==> src/rtl/gon_pkg.sv <==
// gon_pkg: shared defaults and types for the GON column gather bus.
// Holds the default widths, the psum/column-ID typedefs and the helper
// that sizes the source-column index.
package gon_pkg;

   localparam int unsigned DATA_WIDTH    = 64;
   localparam int unsigned COL_TAG_WIDTH = 4;
   localparam int unsigned NUM_OF_COLS   = 14;

   // Index width for n columns, never narrower than one bit
   function automatic int unsigned src_width(input int unsigned n);
      return (n > 1) ? $clog2(n) : 1;
   endfunction

   localparam int unsigned SRC_WIDTH = src_width(NUM_OF_COLS);

   typedef logic [DATA_WIDTH-1:0]    psum_t;
   typedef logic [COL_TAG_WIDTH-1:0] col_id_t;

endpackage : gon_pkg

==> src/rtl/gon_xbus_if.sv <==
// gon_xbus_if: column-side and Y-bus-side handshake bundle of the gather bus.
//   data_in/enable_in/ready_out : per-column psum offer and accept
//   col_tag                     : requested column ID from the GON controller
//   data_out/enable_out/ready_in: registered gathered word toward the Y-bus
//   out_col                     : index of the column that supplied data_out
// Modports: slave = gather bus, master = columns/controller/Y-bus side.
interface gon_xbus_if #(
   parameter int unsigned DATA_WIDTH    = gon_pkg::DATA_WIDTH,
   parameter int unsigned COL_TAG_WIDTH = gon_pkg::COL_TAG_WIDTH,
   parameter int unsigned NUM_OF_COLS   = gon_pkg::NUM_OF_COLS,
   parameter int unsigned SRC_WIDTH     = gon_pkg::src_width(NUM_OF_COLS)
);
   import gon_pkg::*;

   logic [DATA_WIDTH-1:0]    data_in [0:NUM_OF_COLS-1];
   logic [0:NUM_OF_COLS-1]   enable_in;
   logic [0:NUM_OF_COLS-1]   ready_out;
   logic [COL_TAG_WIDTH-1:0] col_tag;
   logic [DATA_WIDTH-1:0]    data_out;
   logic                     enable_out;
   logic                     ready_in;
   logic [SRC_WIDTH-1:0]     out_col;

   modport slave (
      input  data_in, enable_in, col_tag, ready_in,
      output ready_out, data_out, enable_out, out_col
   );

   modport master (
      output data_in, enable_in, col_tag, ready_in,
      input  ready_out, data_out, enable_out, out_col
   );

endinterface : gon_xbus_if

==> src/rtl/gon_col_arbiter.sv <==
// gon_col_arbiter: picks one column among the matching ones.
//   clk, rst    : clock, async active-high reset (round-robin pointer only)
//   match       : per-column match vector (bit i = column i)
//   xfer        : a transfer from the granted column happens this edge
//   grant       : selected column index
//   grant_valid : at least one column matches
// Optional macro GON_RR_ARB_EN: round-robin from rr_ptr instead of fixed
// lowest-index priority.
module gon_col_arbiter #(
   parameter int unsigned NUM_OF_COLS = gon_pkg::NUM_OF_COLS,
   parameter int unsigned SRC_WIDTH   = gon_pkg::src_width(NUM_OF_COLS)
) (
   input  logic                   clk,
   input  logic                   rst,
   input  logic [NUM_OF_COLS-1:0] match,
   input  logic                   xfer,
   output logic [SRC_WIDTH-1:0]   grant,
   output logic                   grant_valid
);
   import gon_pkg::*;

`ifdef GON_RR_ARB_EN
   logic [SRC_WIDTH-1:0] rr_ptr;
   int                   idx;

   // Search starts at rr_ptr; scanning offsets high to low lets the
   // smallest offset win without a break
   always_comb begin
      grant       = '0;
      grant_valid = |match;
      idx         = 0;
      for (int k = int'(NUM_OF_COLS) - 1; k >= 0; k--) begin
         idx = int'(rr_ptr) + k;
         if (idx >= int'(NUM_OF_COLS)) idx = idx - int'(NUM_OF_COLS);
         if (match[idx]) grant = SRC_WIDTH'(idx);
      end
   end

   // Pointer moves just past the column that was served
   always_ff @(posedge clk or posedge rst) begin
      if (rst) begin
         rr_ptr <= '0;
      end else if (xfer) begin
         rr_ptr <= (grant == SRC_WIDTH'(NUM_OF_COLS - 1)) ? '0 : grant + 1'b1;
      end
   end
`else
   logic unused_ok;
   assign unused_ok = ^{clk, rst, xfer};

   // Fixed priority: lowest matching index wins
   always_comb begin
      grant       = '0;
      grant_valid = |match;
      for (int i = int'(NUM_OF_COLS) - 1; i >= 0; i--) begin
         if (match[i]) grant = SRC_WIDTH'(i);
      end
   end
`endif

endmodule : gon_col_arbiter

==> src/rtl/gon_xbus.sv <==
// gon_xbus: GON column gather bus. Forwards one psum word per transfer from
// the column whose scan-loaded ID equals col_tag into a single-entry
// registered output stage toward the GLB-side Y-bus.
//   clk, reset  : clock, async active-high reset
//   bus         : gon_xbus_if.slave (column offers, col_tag, output stage)
//   scan_en_id  : shift the column-ID chain one bit per edge, blocks transfers
//   scan_in_id  : chain input into LSB of column 0's ID
//   scan_out_id : MSB of the last column's ID
// Optional macro GON_RR_ARB_EN: round-robin arbitration among duplicates.
module gon_xbus #(
   parameter int unsigned DATA_WIDTH    = gon_pkg::DATA_WIDTH,
   parameter int unsigned COL_TAG_WIDTH = gon_pkg::COL_TAG_WIDTH,
   parameter int unsigned NUM_OF_COLS   = gon_pkg::NUM_OF_COLS,
   parameter int unsigned SRC_WIDTH     = gon_pkg::src_width(NUM_OF_COLS)
) (
   input  logic        clk,
   input  logic        reset,
   gon_xbus_if.slave   bus,
   input  logic        scan_en_id,
   input  logic        scan_in_id,
   output logic        scan_out_id
);
   import gon_pkg::*;

   logic [COL_TAG_WIDTH-1:0] col_id [NUM_OF_COLS];
   logic [NUM_OF_COLS-1:0]   match;
   logic [SRC_WIDTH-1:0]     grant;
   logic                     grant_valid;
   logic                     can_accept;
   logic                     xfer;

   // Column-ID scan chain: bits enter column 0 and ripple toward the last column
   always_ff @(posedge clk or posedge reset) begin
      if (reset) begin
         for (int i = 0; i < int'(NUM_OF_COLS); i++) col_id[i] <= '0;
      end else if (scan_en_id) begin
         col_id[0] <= {col_id[0][COL_TAG_WIDTH-2:0], scan_in_id};
         for (int i = 1; i < int'(NUM_OF_COLS); i++) begin
            col_id[i] <= {col_id[i][COL_TAG_WIDTH-2:0], col_id[i-1][COL_TAG_WIDTH-1]};
         end
      end
   end

   assign scan_out_id = col_id[NUM_OF_COLS-1][COL_TAG_WIDTH-1];

   // A column is a candidate only while it is offering and its ID is requested
   always_comb begin
      match = '0;
      for (int i = 0; i < int'(NUM_OF_COLS); i++) begin
         match[i] = bus.enable_in[i] && (col_id[i] == bus.col_tag);
      end
   end

   gon_col_arbiter #(
      .NUM_OF_COLS (NUM_OF_COLS),
      .SRC_WIDTH   (SRC_WIDTH)
   ) u_arb (
      .clk         (clk),
      .rst         (reset),
      .match       (match),
      .xfer        (xfer),
      .grant       (grant),
      .grant_valid (grant_valid)
   );

   // Output stage accepts when empty or draining this edge
   assign can_accept = !bus.enable_out || bus.ready_in;
   assign xfer       = !reset && !scan_en_id && can_accept && grant_valid;

   // Only the granted column sees ready; enable_in is already folded into match
   always_comb begin
      bus.ready_out = '0;
      if (xfer) bus.ready_out[grant] = 1'b1;
   end

   // Single-entry output register; a fill on a draining edge replaces the word
   always_ff @(posedge clk or posedge reset) begin
      if (reset) begin
         bus.enable_out <= 1'b0;
         bus.data_out   <= '0;
         bus.out_col    <= '0;
      end else if (xfer) begin
         bus.enable_out <= 1'b1;
         bus.data_out   <= bus.data_in[grant];
         bus.out_col    <= grant;
      end else if (bus.ready_in) begin
         bus.enable_out <= 1'b0;
      end
   end

endmodule : gon_xbus

==> src/flat_wrapper.sv <==
// flat-port wrapper written by rule: the top's interface ports become plain ports
module gon_xbus_flat import gon_pkg::*;
#(
   parameter int unsigned DATA_WIDTH    = gon_pkg::DATA_WIDTH,
   parameter int unsigned COL_TAG_WIDTH = gon_pkg::COL_TAG_WIDTH,
   parameter int unsigned NUM_OF_COLS   = gon_pkg::NUM_OF_COLS,
   parameter int unsigned SRC_WIDTH     = gon_pkg::src_width(NUM_OF_COLS)
)
  (clk, reset, scan_en_id, scan_in_id, scan_out_id, bus_data_in, bus_enable_in, bus_col_tag, bus_ready_in, bus_ready_out, bus_data_out, bus_enable_out, bus_out_col);
  gon_xbus_if #(.DATA_WIDTH(DATA_WIDTH), .COL_TAG_WIDTH(COL_TAG_WIDTH), .NUM_OF_COLS(NUM_OF_COLS), .SRC_WIDTH(SRC_WIDTH)) bus_i ();
  input  logic clk;
  input  logic reset;
  input  logic scan_en_id;
  input  logic scan_in_id;
  output logic scan_out_id;
  input wire logic [$bits(bus_i.data_in)-1:0] bus_data_in;
  input wire logic [$bits(bus_i.enable_in)-1:0] bus_enable_in;
  input wire logic [$bits(bus_i.col_tag)-1:0] bus_col_tag;
  input wire logic [$bits(bus_i.ready_in)-1:0] bus_ready_in;
  output wire logic [$bits(bus_i.ready_out)-1:0] bus_ready_out;
  output wire logic [$bits(bus_i.data_out)-1:0] bus_data_out;
  output wire logic [$bits(bus_i.enable_out)-1:0] bus_enable_out;
  output wire logic [$bits(bus_i.out_col)-1:0] bus_out_col;
  assign bus_i.data_in = {>>{bus_data_in}};
  assign bus_i.enable_in = bus_enable_in;
  assign bus_i.col_tag = bus_col_tag;
  assign bus_i.ready_in = bus_ready_in;
  assign bus_ready_out = bus_i.ready_out;
  assign bus_data_out = bus_i.data_out;
  assign bus_enable_out = bus_i.enable_out;
  assign bus_out_col = bus_i.out_col;
  gon_xbus #(.DATA_WIDTH(DATA_WIDTH), .COL_TAG_WIDTH(COL_TAG_WIDTH), .NUM_OF_COLS(NUM_OF_COLS), .SRC_WIDTH(SRC_WIDTH)) u_core (.clk(clk), .reset(reset), .bus(bus_i), .scan_en_id(scan_en_id), .scan_in_id(scan_in_id), .scan_out_id(scan_out_id));
endmodule
==> config.mk <==
export PLATFORM = sky130hd
export DESIGN_NAME = gon_xbus_flat
export DESIGN_NICKNAME = d
export VERILOG_FILES = /design/src/rtl/gon_pkg.sv /design/src/rtl/gon_xbus_if.sv /design/src/rtl/gon_col_arbiter.sv /design/src/rtl/gon_xbus.sv /design/src/flat_wrapper.sv
export SDC_FILE = /design/constraint.sdc
export NUM_CORES = 1
export LEC_CHECK = 0
export CAP_MARGIN = 20
export CORE_AREA = 8 8 387 389
export CTS_CLUSTER_DIAMETER = 100
export CTS_CLUSTER_SIZE = 24
export DETAILED_ROUTE_END_ITERATION = 8
export DIE_AREA = 0 0 395 397
export PLACE_DENSITY = 0.32
export SYNTH_ARGS = -nofsm -noshare
export SYNTH_HDL_FRONTEND = slang
export SYNTH_HIERARCHICAL = 1
export SYNTH_SLANG_ARGS = --single-unit
export TNS_END_PERCENT = 5
==> constraint.sdc <==
create_clock -name clk -period 10.3 [get_ports clk]
set_input_delay 1.03 -clock clk [delete_from_list [all_inputs] [get_ports clk]]
set_output_delay 1.03 -clock clk [all_outputs]
set_load 0.1 [all_outputs]
* Word-level counts from Yosys, hierarchy flattened
Cells that the tools add are included.
** Storage, ports and cells
- Bits of input ports :: 919
- Logic and storage cells :: 80
- Output and inout bits :: 84
- Register bits after elaboration :: 125
** Cells by class
- Multiplexer cells :: 22
- Reductions and logical operators :: 24
- Equality and inequality tests :: 14
- Order comparisons :: 2
- Bitwise operators :: 1
** Operators with widths (count)
- 64-bit binary-select mux with 4-bit select :: 1
- 64-bit two-way mux :: 2
- 4-bit == test :: 14
- 4-bit two-way mux :: 14
- 1-bit logical AND :: 18
- 14-bit two-way mux :: 1
- 14-bit OR reduction :: 1
- 5-bit greater-or-equal comparator (second input constant) :: 1
- 5-bit by 1-bit < comparator with 1-bit output (second input constant) :: 1
- 4-bit NOT with 5-bit output :: 1
- 1-bit demux with 4-bit select :: 1
- 1-bit zero test :: 3
- 1-bit two-way mux :: 3
- 2-bit nonzero test :: 1
- 1-bit logical OR :: 1

* Longest topological paths before layout
Gate-level depths: netlist of the first run.
- Depth in word-level cells :: 22
- Mapped depth :: 16

* Cells and area by module
The synthesis of the first run kept the hierarchy.
** Modules (own cells, without submodules)
- gon_xbus :: sequential area each 3128.0 µm², cells each 1054, times used 1, area each 11577.4 µm²
- gon_col_arbiter :: sequential area each 0.0 µm², cells each 25, times used 1, area each 148.9 µm²

* Worst setup path before layout of the first run
OpenSTA, ideal clock, no wires.
- Path kind :: input to output
- Start :: input port bus_col_tag[0]
- End :: output port bus_ready_out[3]
- Stages :: 11
- Arrival time :: 6.167 ns
- Path slack :: 3.103 ns
- Data required time :: 9.270 ns
- Path through :: buf_2 buf_1 o21ai_0 nor4b_1 nor4_1 nor3b_1 nor3b_2 buf_4 clkbuf_1 nand2_1 nor4_1
** Between the ends
- Elaborated cells on any way between the ends :: 51
** RTL lines
- from (decl) :: line flat_wrapper.sv:18 : input wire logic [$bits(bus_i.col_tag)-1:0] bus_col_tag;
- 4-bit == test * :: line gon_xbus.sv:50 : match[i] = bus.enable_in[i] && (col_id[i] == bus.col_tag);
- 1-bit logical AND * :: line gon_xbus.sv:50
- via u_core.match[9] :: line gon_xbus.sv:26 : logic [NUM_OF_COLS-1:0] match;
- 4-bit two-way mux * (10 in a row) :: line gon_col_arbiter.sv:56 : if (match[i]) grant = SRC_WIDTH'(i);
- via u_core.grant[3] :: line gon_xbus.sv:27 : logic [SRC_WIDTH-1:0] grant;
- 4-bit NOT with 5-bit output (implied by the code) * :: line gon_xbus.sv:73 : if (xfer) bus.ready_out[grant] = 1'b1;
- 5-bit greater-or-equal comparator (implied by the code) / 5-bit by 1-bit < comparator with 1-bit output (equally long branches) :: line gon_xbus.sv:73
- 1-bit logical AND (implied by the code) :: line gon_xbus.sv:73
- 1-bit two-way mux (implied by the code) :: line gon_xbus.sv:73
- 1-bit demux with 4-bit select * :: line gon_xbus.sv:73
- 14-bit two-way mux * :: line gon_xbus.sv:73
- to (decl) :: line flat_wrapper.sv:20 : output wire logic [$bits(bus_i.ready_out)-1:0] bus_ready_out;
Mark *: on every way through the listed nets, which the timed path passes. The rest lies on a longest branch.

* Final worst setup path of the first run
- Start :: input port bus_col_tag[2]
- End :: output port bus_ready_out[11]
** Between the ends
- Elaborated cells on any way between the ends :: 51
** RTL lines
- 4-bit == test :: line gon_xbus.sv:50
- 1-bit logical AND :: line gon_xbus.sv:50
- via u_core.match[0] :: line gon_xbus.sv:26
- 14-bit OR reduction :: line gon_col_arbiter.sv:54 : grant_valid = |match;
- via u_core.grant_valid :: line gon_xbus.sv:28 : logic grant_valid;
- 1-bit logical AND :: line gon_xbus.sv:68 : assign xfer = !reset && !scan_en_id && can_accept && grant_valid;
- 14-bit two-way mux :: line gon_xbus.sv:73
The timed path passes the listed nets, and every way through them passes these cells.

==> metrics.txt, run 1 <==
status=finished, final reports clean; setup ws final=2.446 ns; Reg power frac=0.147; PortBufs=1,002; final worst path period need=7.854 ns; Clock Skew=0.01885 ns; nets=2,938; Critical Path Fanout Max=37; Cell Count, Final, Fillers Out=3,968; core area=144,200 um2; setup bufs post-CTS=0; CTS tree=yes; Sw Share=0.5583; Internal=2.457 mW; # setup viols final=0; via count=14,350; Avg Cell Area, Syn=10.87 um2; first-pass iteration count of the detailed router=5; commonest non-fill, non-tap cell in the layout=clkdlybuf4s50_1; H-tree Lvls=4; Fin Setup TNS=0 ns; async set-reset flop share out of synthesis=1.000; area delta synth->final=108.9%; Fill cells=15,950; Placer Congestion=0.9151; vias in the first global route=15,970; Slew Viols, Final=0; FF+latch count, synth=125; Syn Nets=1,998; pin count of the biggest net entering global routing=104; fmax=127.3 MHz; register area share after synthesis=0.2668; Post-synth EDFFs=0; cts hold-fix bufs=0; vias per cell=3.616; clk root buf=clkbuf_16; worst slew pin tran=1.233 ns; Post-Syn Area=11,730 um2; total power=5.564 mW; WP data arrival=6.82 ns; P_sw=3.106 mW; clock sinks=125; most frequent cells in the layout=clkdlybuf4s50_1, mux4_2, dfrtp_1; die area=156,800 um2; Ys Warns=6; P per Cell Area=227.1 nW/um2; final WL=120.3 mm; remaining antenna violation count=0; post-cts resize count=0; Critical Path End Type=output port; GRT Util Overall=0.1454; post-place setup slack=2.235 ns; Fin Hold WS=0.4817 ns; grt total ovfl=0; top_reg_cell synth=dfrtp_1; Leakage=8.291 nW; clk slew on worst S/H paths=0.07 ns; Register Area=3128 um2; DP HPWL=102.4 mm; multi-input logic area=8004 um2; first-pass GRT wire length=155.7 mm; share of cells above drive strength 1=0.1442; # Max-Cap Violations=0; Detailed Route Iter0 Violations=857; clock power share=0.122; Max VDD drop=0.1398 mV; Worst EP required=9.27 ns; CP startpoint kind=primary input; distinct cell type count after synthesis=40; DIE HEIGHT=397 um; WS Path Type=primary input to output port; RSZ-0062 raised after global routing=no; Post-route DRC=0; Hold Crit Class=register to register; Max-slew headroom=0.1754; row count=140; clock latency on the worst-skew pair=0.49 ns; synthesized netlist cell count=1,079; initial antenna violation count=45; dpl cells=3,917; Tcrit/Tclk final=0.7626; final hold viol count=0; CTS Buf Count=17; Combinational Power Share=0.732; Avg WL per Cell=30.31 um; I/O Pins=1,003; Clock Path Buffers=2; initial cell density of the core=0.08134; DIE WIDTH=395 um
## area by class of cell
type,count,area share
diodes,19,0.001941
multi-input cells,833,0.3267
well taps,1917,0.09790
repair buffers,1034,0.4192
clock buffers,17,0.01736
inverters,8,0.001532
flip-flops and latches,125,0.1277
clock inverters,15,0.007712
## final timing paths
check,start,endpoint,slack (ns),depth (start not counted)
max,bus_col_tag[2],bus_ready_out[11],2.45,10
min,u_core/bus.out_col[3],u_core/bus.out_col[3],0.48,2
max reg2reg,u_core/col_id[16],u_core/bus.data_out[34],5.19,13
min reg2reg,u_core/bus.out_col[3],u_core/bus.out_col[3],0.48,2
max in group asynchronous,reset,u_core/bus.data_out[36],7.53,4
min in group asynchronous,reset,u_core/bus.out_col[1],0.93,2
## per-layer routing
metal / global-route usage / vias to the layer above / wire [um]
met1: 0.1703 / 7332 / 47430
met2: 0.2566 / 699 / 60710
met3: 0.05431 / 74 / 10700
met4: 0.02362 / 24 / 1266
li1: - / 6219 / -
met5: 0 / - / 156
## synth_stat cells (2+ instances only)
library cell	instances	area share
dfrtp_1	125	0.27
a22oi_1	64	0.041
buf_1	9	0.0029
o22ai_1	59	0.031
buf_2	41	0.017
or3_1	2	0.0011
o21ai_0	4	0.0017
nor2_1	77	0.025
mux2i_1	114	0.097
a21oi_1	116	0.050
nor2b_1	2	0.0011
inv_1	7	0.0022
a221oi_1	8	0.0060
nand2_1	35	0.011
xor2_1	40	0.030
nand3b_1	2	0.0013
a31oi_1	64	0.034
buf_6	12	0.012
mux2_2	55	0.053
nand2b_1	5	0.0027
nor3_1	7	0.0030
nor4_1	18	0.0096
clkbuf_1	33	0.011
buf_4	18	0.012
mux4_2	135	0.26
xnor2_1	13	0.0097
## state kept, by name (all words and copies together), names as in the netlist
name,flops
u_core/bus.enable_out,1
u_core/bus.data_out,64
u_core/bus.out_col,4
u_core/scan_out_id,1
u_core/col_id,55
## cell families (layout without fill, tap and decap cells)
kind of cell,count (synthesis),count (layout),share of synthesized area
other cells,0,19,0
compound gates,318,318,0.1659
mux,304,304,0.4094
xor+xnor,53,53,0.03959
simple gates,158,158,0.06178
buf+inv,121,1074,0.05655
flops,125,125,0.2668
## power groups by stage
| stage | clock network (mW) | logic [mW] | registers [mW] |
|---|---|---|---|
| after floorplan | 0 | 1.64 | 1.76 |
| after global placement | 0 | 4.12 | 0.829 |
| after detailed placement | 0 | 4.15 | 0.828 |
| after CTS | 0.732 | 4.16 | 0.821 |
| after global routing | 0.737 | 4.29 | 0.845 |
| final | 0.677 | 4.07 | 0.816 |
## stage by stage
| step | area [um2] | util |
|---|---|---|
| floorplan | 11730 | - |
| global placement | 23800 | 0.1651 |
| detailed placement | 23840 | 0.1654 |
| CTS | 24450 | 0.1696 |
| global route | 24460 | 0.1697 |
| finish | 24500 | 0.1699 |
## worst max-delay path, stage by stage
cell and delay (ns):
clkdlybuf4s50_1 0.87, xor2_1 0.35, nor4_1 0.81, or4_4 0.29, nand3b_1 0.15, nand3_4 0.53, inv_4 0.73, nand3b_1 0.52
nor3_1 0.28, clkdlybuf4s50_1 1.18
No activity file was read; power rests on OpenSTA's default activity.
==> inputs of run 2 (changes only) <==
CORE_AREA = 8 8 388 390   (was 8 8 387 389)
DIE_AREA = 0 0 396 398   (was 0 0 395 397)
PLACE_DENSITY = 0.33   (was 0.32)
clock period = 6.4 ns   (was 10.3 ns; I/O delays follow)
==> run 2 against run 1 <==
Sequential power up 69%. Sequential cell count unchanged. Register-to-register slack worse by 3.3 ns. Combinational power up 66%. Routed wire length up 5.1%. Hold slack worse by 0.0010 ns. Via count down 0.30%. Clock skew up 0.0018 ns. Non-clock buffer count up 27. First-iteration DRC count up 5.3%. Final cell count up 1.1%. Setup slack worse by 1.2 ns. Critical endpoint is now bus_ready_out[2]. Highest routed layer unchanged.
==> metrics.txt, run 2 (synthesized netlist as in run 1, its figures left out) <==
share of cells above drive strength 1=0.1622 (+0.01802); worst slew pin tran=1.150 ns (-0.08276 ns); status=finished, final reports clean; row count=140 (unchanged); # Max-Cap Violations=0 (unchanged); most frequent cells in the layout=clkdlybuf4s50_1, mux4_2, dfrtp_1; H-tree Lvls=4 (unchanged); Detailed Route Iter0 Violations=902 (+5.3%); commonest non-fill, non-tap cell in the layout=clkdlybuf4s50_1; remaining antenna violation count=0 (unchanged); # setup viols final=0 (unchanged); RSZ-0062 raised after global routing=no; Largest register FFs=64 (unchanged); WP data arrival=4.50 ns (-2.32 ns); vias per cell=3.565 (-1.4%); Max-slew headroom=0.2307 (+0.05535); I/O Pins=1,003 (unchanged); PortBufs=1,002 (unchanged); Critical Path Fanout Max=18 (-51%); DP HPWL=108.5 mm (+6.0%); Clock Path Buffers=2 (unchanged); Tcrit/Tclk final=0.8029; initial antenna violation count=74 (+64%); post-place setup slack=0.5835 ns (-1.651 ns); setup ws final=1.261 ns (-1.184 ns); clock sinks=125 (unchanged); biggest regs=u_core/bus.data_out: 64 flops, u_core/col_id: 55 flops, u_core/bus.out_col: 4 flops; area delta synth->final=112.2%; Worst EP required=5.76 ns (-3.51 ns); DIE WIDTH=396 um (+0.25%); DIE HEIGHT=398 um (+0.25%); die area=157,600 um2 (+0.51%); vias in the first global route=15,620 (-2.2%); CP startpoint kind=primary input; setup bufs post-CTS=0 (unchanged); pin count of the biggest net entering global routing=72 (-31%); post-cts resize count=0 (unchanged); via count=14,310 (-0.30%); first-pass iteration count of the detailed router=8 (+3); GRT Util Overall=0.1531 (+0.007605); nets=2,965 (+0.92%); P per Cell Area=372.0 nW/um2 (+64%); Slew Viols, Final=0 (unchanged); CTS tree=yes; cts hold-fix bufs=0 (unchanged); Post-route DRC=0 (unchanged); Max VDD drop=0.2036 mV (+46%); hold wc startpoint=u_core/bus.out_col[2]; clk slew on worst S/H paths=0.07 ns (about the same); Hold Crit Class=register to register; first-pass GRT wire length=160.6 mm (+3.2%); clk root buf=clkbuf_16; largest reg by FF count=u_core/bus.data_out; initial cell density of the core=0.08114 (-0.0001972); Layout Cell Area excl Fill=24,890 um2 (+1.6%); WS Path Type=primary input to output port; Critical Path End Type=output port; CP startpoint=bus_col_tag[1]; Clock Skew=0.02069 ns (+0.001846 ns); fin util=0.1722 (+0.002272); CTS Buf Count=17 (unchanged); final hold viol count=0 (unchanged); dpl cell area=24,180 um2 (+1.4%); grt total ovfl=0 (unchanged); Avg WL per Cell=31.51 um (+4.0%); final worst path period need=5.139 ns; r2r startpoint=u_core/col_id[16]; Leakage=8.496 nW (+2.5%); fmax=194.6 MHz; Fin Setup TNS=0 ns (unchanged); Placer Congestion=0.8627 (-5.7%); core area=144,500 um2 (+0.24%); clock latency on the worst-skew pair=0.53 ns (+0.04 ns); final WL=126.5 mm (+5.1%); Fill cells=16,110 (+1.0%)
run 2: cell types whose count changed in the layout (fill, tap and decap cells not counted), moves of 14 or more:
| cell | delta |
|---|---|
| buf_12 | +14 |
| clkdlybuf4s50_1 | -14 |
| buf_4 | +28 |
| diode_2 | +18 |
run 2: final timing paths:
kind / slack (ns) / endpoint / cells past startpoint
min: 0.48 / u_core/bus.out_col[2] / 2
max in group asynchronous: 4.28 / u_core/bus.data_out[54] / 3
min reg2reg: 0.48 / u_core/bus.out_col[2] / 2
max: 1.26 / bus_ready_out[2] / 13
min in group asynchronous: 0.59 / u_core/col_id[53] / 2
max reg2reg: 1.93 / u_core/bus.data_out[0] / 11
run 2: critical path, cell delays in order:
cell             delay (ns)
clkdlybuf4s50_1        0.81
inv_1                  0.12
a222oi_1               0.33
nor4b_1                0.67
inv_1                  0.09
a221oi_1               0.33
nor4_1                 0.13
o22ai_4                0.17
buf_12                 0.22
buf_12                 0.22
nand2b_1               0.17
nor3_1                 0.24
buf_4                  0.33
run 2: report_power, final:
group	internal, mW	switching [mW]
registers	1.08	0.298
logic	2.45	4.32
clock network	0.531	0.576
run 2: per-stage QoR:
| step | hold WS, ns | cells | total power [mW] |
|---|---|---|---|
| 2_1_floorplan | 0.4794 | 1079 | 5.471 |
| 5_1_grt | 0.5308 | 3990 | 9.766 |
| 3_3_place_gp | 0.4673 | 3944 | 8.316 |
| 3_5_place_dp | 0.4740 | 3944 | 8.290 |
| 4_1_cts | 0.4917 | 3976 | 9.476 |
| 6_report | 0.4807 | 4013 | 9.258 |
run 2: layout make-up:
class,count,area (um2),share of cell area
repair buffers,1061,10610,0.4261
multi-input cells,833,8006,0.3217
flip-flops and latches,125,3128,0.1257
well taps,1917,2399,0.09638
clock buffers,17,425.4,0.01709
clock inverters,15,193.9,0.007792
diodes,37,92.59,0.003720
inverters,8,37.54,0.001508
run 2: metal layers:
layer	track usage	vias to the layer above	routed length [um]
met1	0.1850	7141	52590
met2	0.2399	711	58710
li1	-	6303	-
met5	0	-	186
met4	0.05022	28	2855
met3	0.07117	122	12110
==> inputs of run 3 (changes only) <==
clock period = 4.7 ns   (was 6.4 ns; I/O delays follow)
==> run 3 against run 2 <==
Clock power grew 31%. Largest power group unchanged. Die area is the same. Final cell count grew 2.0%.
==> metrics.txt, run 3 (synthesized netlist as in run 1, its figures left out) <==
Fin Hold WS=0.3607 ns (-0.1200 ns); RR Endpoint=u_core/bus.data_out[0]; core area=144,500 um2 (unchanged); hold wc startpoint=scan_en_id; Internal=6.089 mW (+50%); dpl cell area=25,340 um2 (+4.8%); DIE HEIGHT=398 um (unchanged); dpl cells=4,047 (+2.6%); I/O Pins=1,003 (unchanged); clk slew on worst S/H paths=0.07 ns (about the same); Sw Share=0.5387 (-0.02249); grt met3 use=0.06366 (-0.007504); largest reg by FF count=u_core/bus.data_out; final WL=128.4 mm (+1.5%); most frequent cells in the layout=clkdlybuf4s50_1, buf_4, mux4_2; clock power share=0.110 (-0.010); WS Path Type=primary input to output port; commonest non-fill, non-tap cell in the layout=clkdlybuf4s50_1; via count=14,830 (+3.6%); Max-slew headroom=0.2312 (+0.0004470); Critical Path End Type=output port; # setup viols final=0 (unchanged); total power=13.20 mW (+43%); P per Cell Area=508.3 nW/um2 (+37%); clock latency on the worst-skew pair=0.52 ns (about the same); grt total ovfl=0 (unchanged); GRT Util Overall=0.1551 (+0.002079); die area=157,600 um2 (unchanged); vias in the first global route=15,990 (+2.4%); Cell Count, Final, Fillers Out=4,093 (+2.0%); area delta synth->final=121.5%; Slew Viols, Final=0 (unchanged); CP startpoint kind=primary input; cts hold-fix bufs=0 (unchanged); Avg WL per Cell=31.37 um (-0.46%); PortBufs=1,002 (unchanged); first-pass iteration count of the detailed router=6 (-2); fmax=227.3 MHz; vias per cell=3.622 (+1.6%); share of cells above drive strength 1=0.2049 (+0.04269); Tcrit/Tclk final=0.9360; CP startpoint=bus_col_tag[0]; WP data arrival=3.93 ns (-0.57 ns); Largest register FFs=64 (unchanged); Clock Skew=0.02953 ns (+0.008835 ns); hold worst-path end=u_core/bus.enable_out; clk root buf=clkbuf_16; Combinational Power Share=0.753 (+0.022); Placer Congestion=0.8696 (+0.80%); first-pass GRT wire length=163.1 mm (+1.5%); DIE WIDTH=396 um (unchanged); worst slew pin tran=1.150 ns (-0.0006677 ns); P_sw=7.110 mW (+37%); Hold Path Stages=4 (+2); remaining antenna violation count=0 (unchanged); H-tree Lvls=4 (unchanged); Post-route DRC=0 (unchanged); initial antenna violation count=69 (-6.8%); final hold viol count=0 (unchanged); # Max-Cap Violations=0 (unchanged); Leakage=9.116 nW (+7.3%); Fin Setup TNS=0 ns (unchanged); biggest regs=u_core/bus.data_out: 64 flops, u_core/col_id: 55 flops, u_core/bus.out_col: 4 flops; CTS tree=yes; CTS Buf Count=17 (unchanged); initial cell density of the core=0.08114 (unchanged); setup bufs post-CTS=0 (unchanged); final worst path period need=4.399 ns; M1 GR Usage=0.1904 (+0.005327); Worst EP required=4.23 ns (-1.53 ns); Hold Crit Class=primary input to register; R2R Setup Slk=0.76 ns (-1.17 ns); Reg power frac=0.138 (-0.011); Detailed Route Iter0 Violations=1,023 (+13%); Fill cells=16,070 (-0.23%); DP HPWL=111.7 mm (+3.0%); Clock Path Buffers=2 (unchanged); Critical Path Fanout Max=6 (-12); r2r startpoint=u_core/col_id[10]; RSZ-0062 raised after global routing=no; status=finished, final reports clean; Layout Cell Area excl Fill=25,970 um2 (+4.3%); global routing's busiest layer=met2; Reg2Reg Depth=12 (+1); clock sinks=125 (unchanged); pin count of the biggest net entering global routing=69 (-4.2%); row count=140 (unchanged); nets=3,068 (+3.5%); Max VDD drop=0.3296 mV (+62%); GR Util met2=0.2619 (+0.02197)
==> run 3: cell types whose count changed in the layout (fill, tap and decap cells not counted), sizes merged <==
cell	change
clkinv	-5
bufinv	+1
clkbuf	+1
clkdlybuf4s50	-1
buf	+104
clkinvlp	+3
diode	-23
==> run 3: how the worst max path moves through the flow <==
| stage | cells after the start | endpoint | slack (ns) |
|---|---|---|---|
| finish | 11 | bus_ready_out[1] | 0.30 |
| global route | 11 | bus_ready_out[5] | 0.01 |
| CTS | 14 | u_core/bus.data_out[0] | 0.007 |
| global placement | 14 | u_core/bus.data_out[0] | -0.57 |
| detailed placement | 14 | u_core/bus.data_out[0] | -0.58 |
| floorplan | 13 | bus_ready_out[4] | -0.66 |
==> run 3: power by group through the flow <==
stage               combinational (mW)  sequential [mW]  clock (mW)
finish                            9.94             1.82        1.45
global placement                  10.1             1.85           0
global route                      10.5             1.87        1.58
floorplan                         3.61             3.85           0
detailed placement                10.1             1.84           0
CTS                               10.1             1.83        1.57
==> run 3: timing repair <==
action / in CTS / in global routing
gates resized for setup: 0 / 3
endpoints found under the hold margin: 0 / 0
endpoints found under the setup margin: 0 / 6
==> run 3: metrics by stage <==
stage	utilization	setup WS, ns
final	0.1797	0.3010
after global routing	0.1795	0.01013
after CTS	0.1793	0.006844
after detailed placement	0.1753	-0.5790
after global placement	0.1751	-0.5718
after floorplan	-	-0.6586
==> run 3: cell type report <==
| type | instances | area, um2 | area share |
|---|---|---|---|
| Multi-Input combinational cell | 833 | 8039 | 0.3096 |
| Clock inverter | 14 | 150.1 | 0.005782 |
| Tap cell | 1917 | 2399 | 0.09236 |
| Inverter | 8 | 37.54 | 0.001445 |
| Antenna cell | 14 | 35.03 | 0.001349 |
| Clock buffer | 18 | 429.2 | 0.01653 |
| Sequential cell | 125 | 3128 | 0.1205 |
| Timing Repair Buffer | 1164 | 11750 | 0.4525 |
==> run 3: worst max-delay path, cell delays in order <==
cell and delay [ns]:
clkdlybuf4s50_1 0.76, buf_4 0.24, xor2_1 0.15, nor4_1 0.07
buf_4 0.14, nor4_1 0.51, nor3b_4 0.48, nand2b_1 0.27
buf_4 0.23, nor3_1 0.36, buf_12 0.23
==> run 3: metal layers <==
layer	wire [um]	vias up
li1	-	6487
met1	53310	7410
met2	62010	763
met3	11590	123
met4	1184	42
met5	280	-
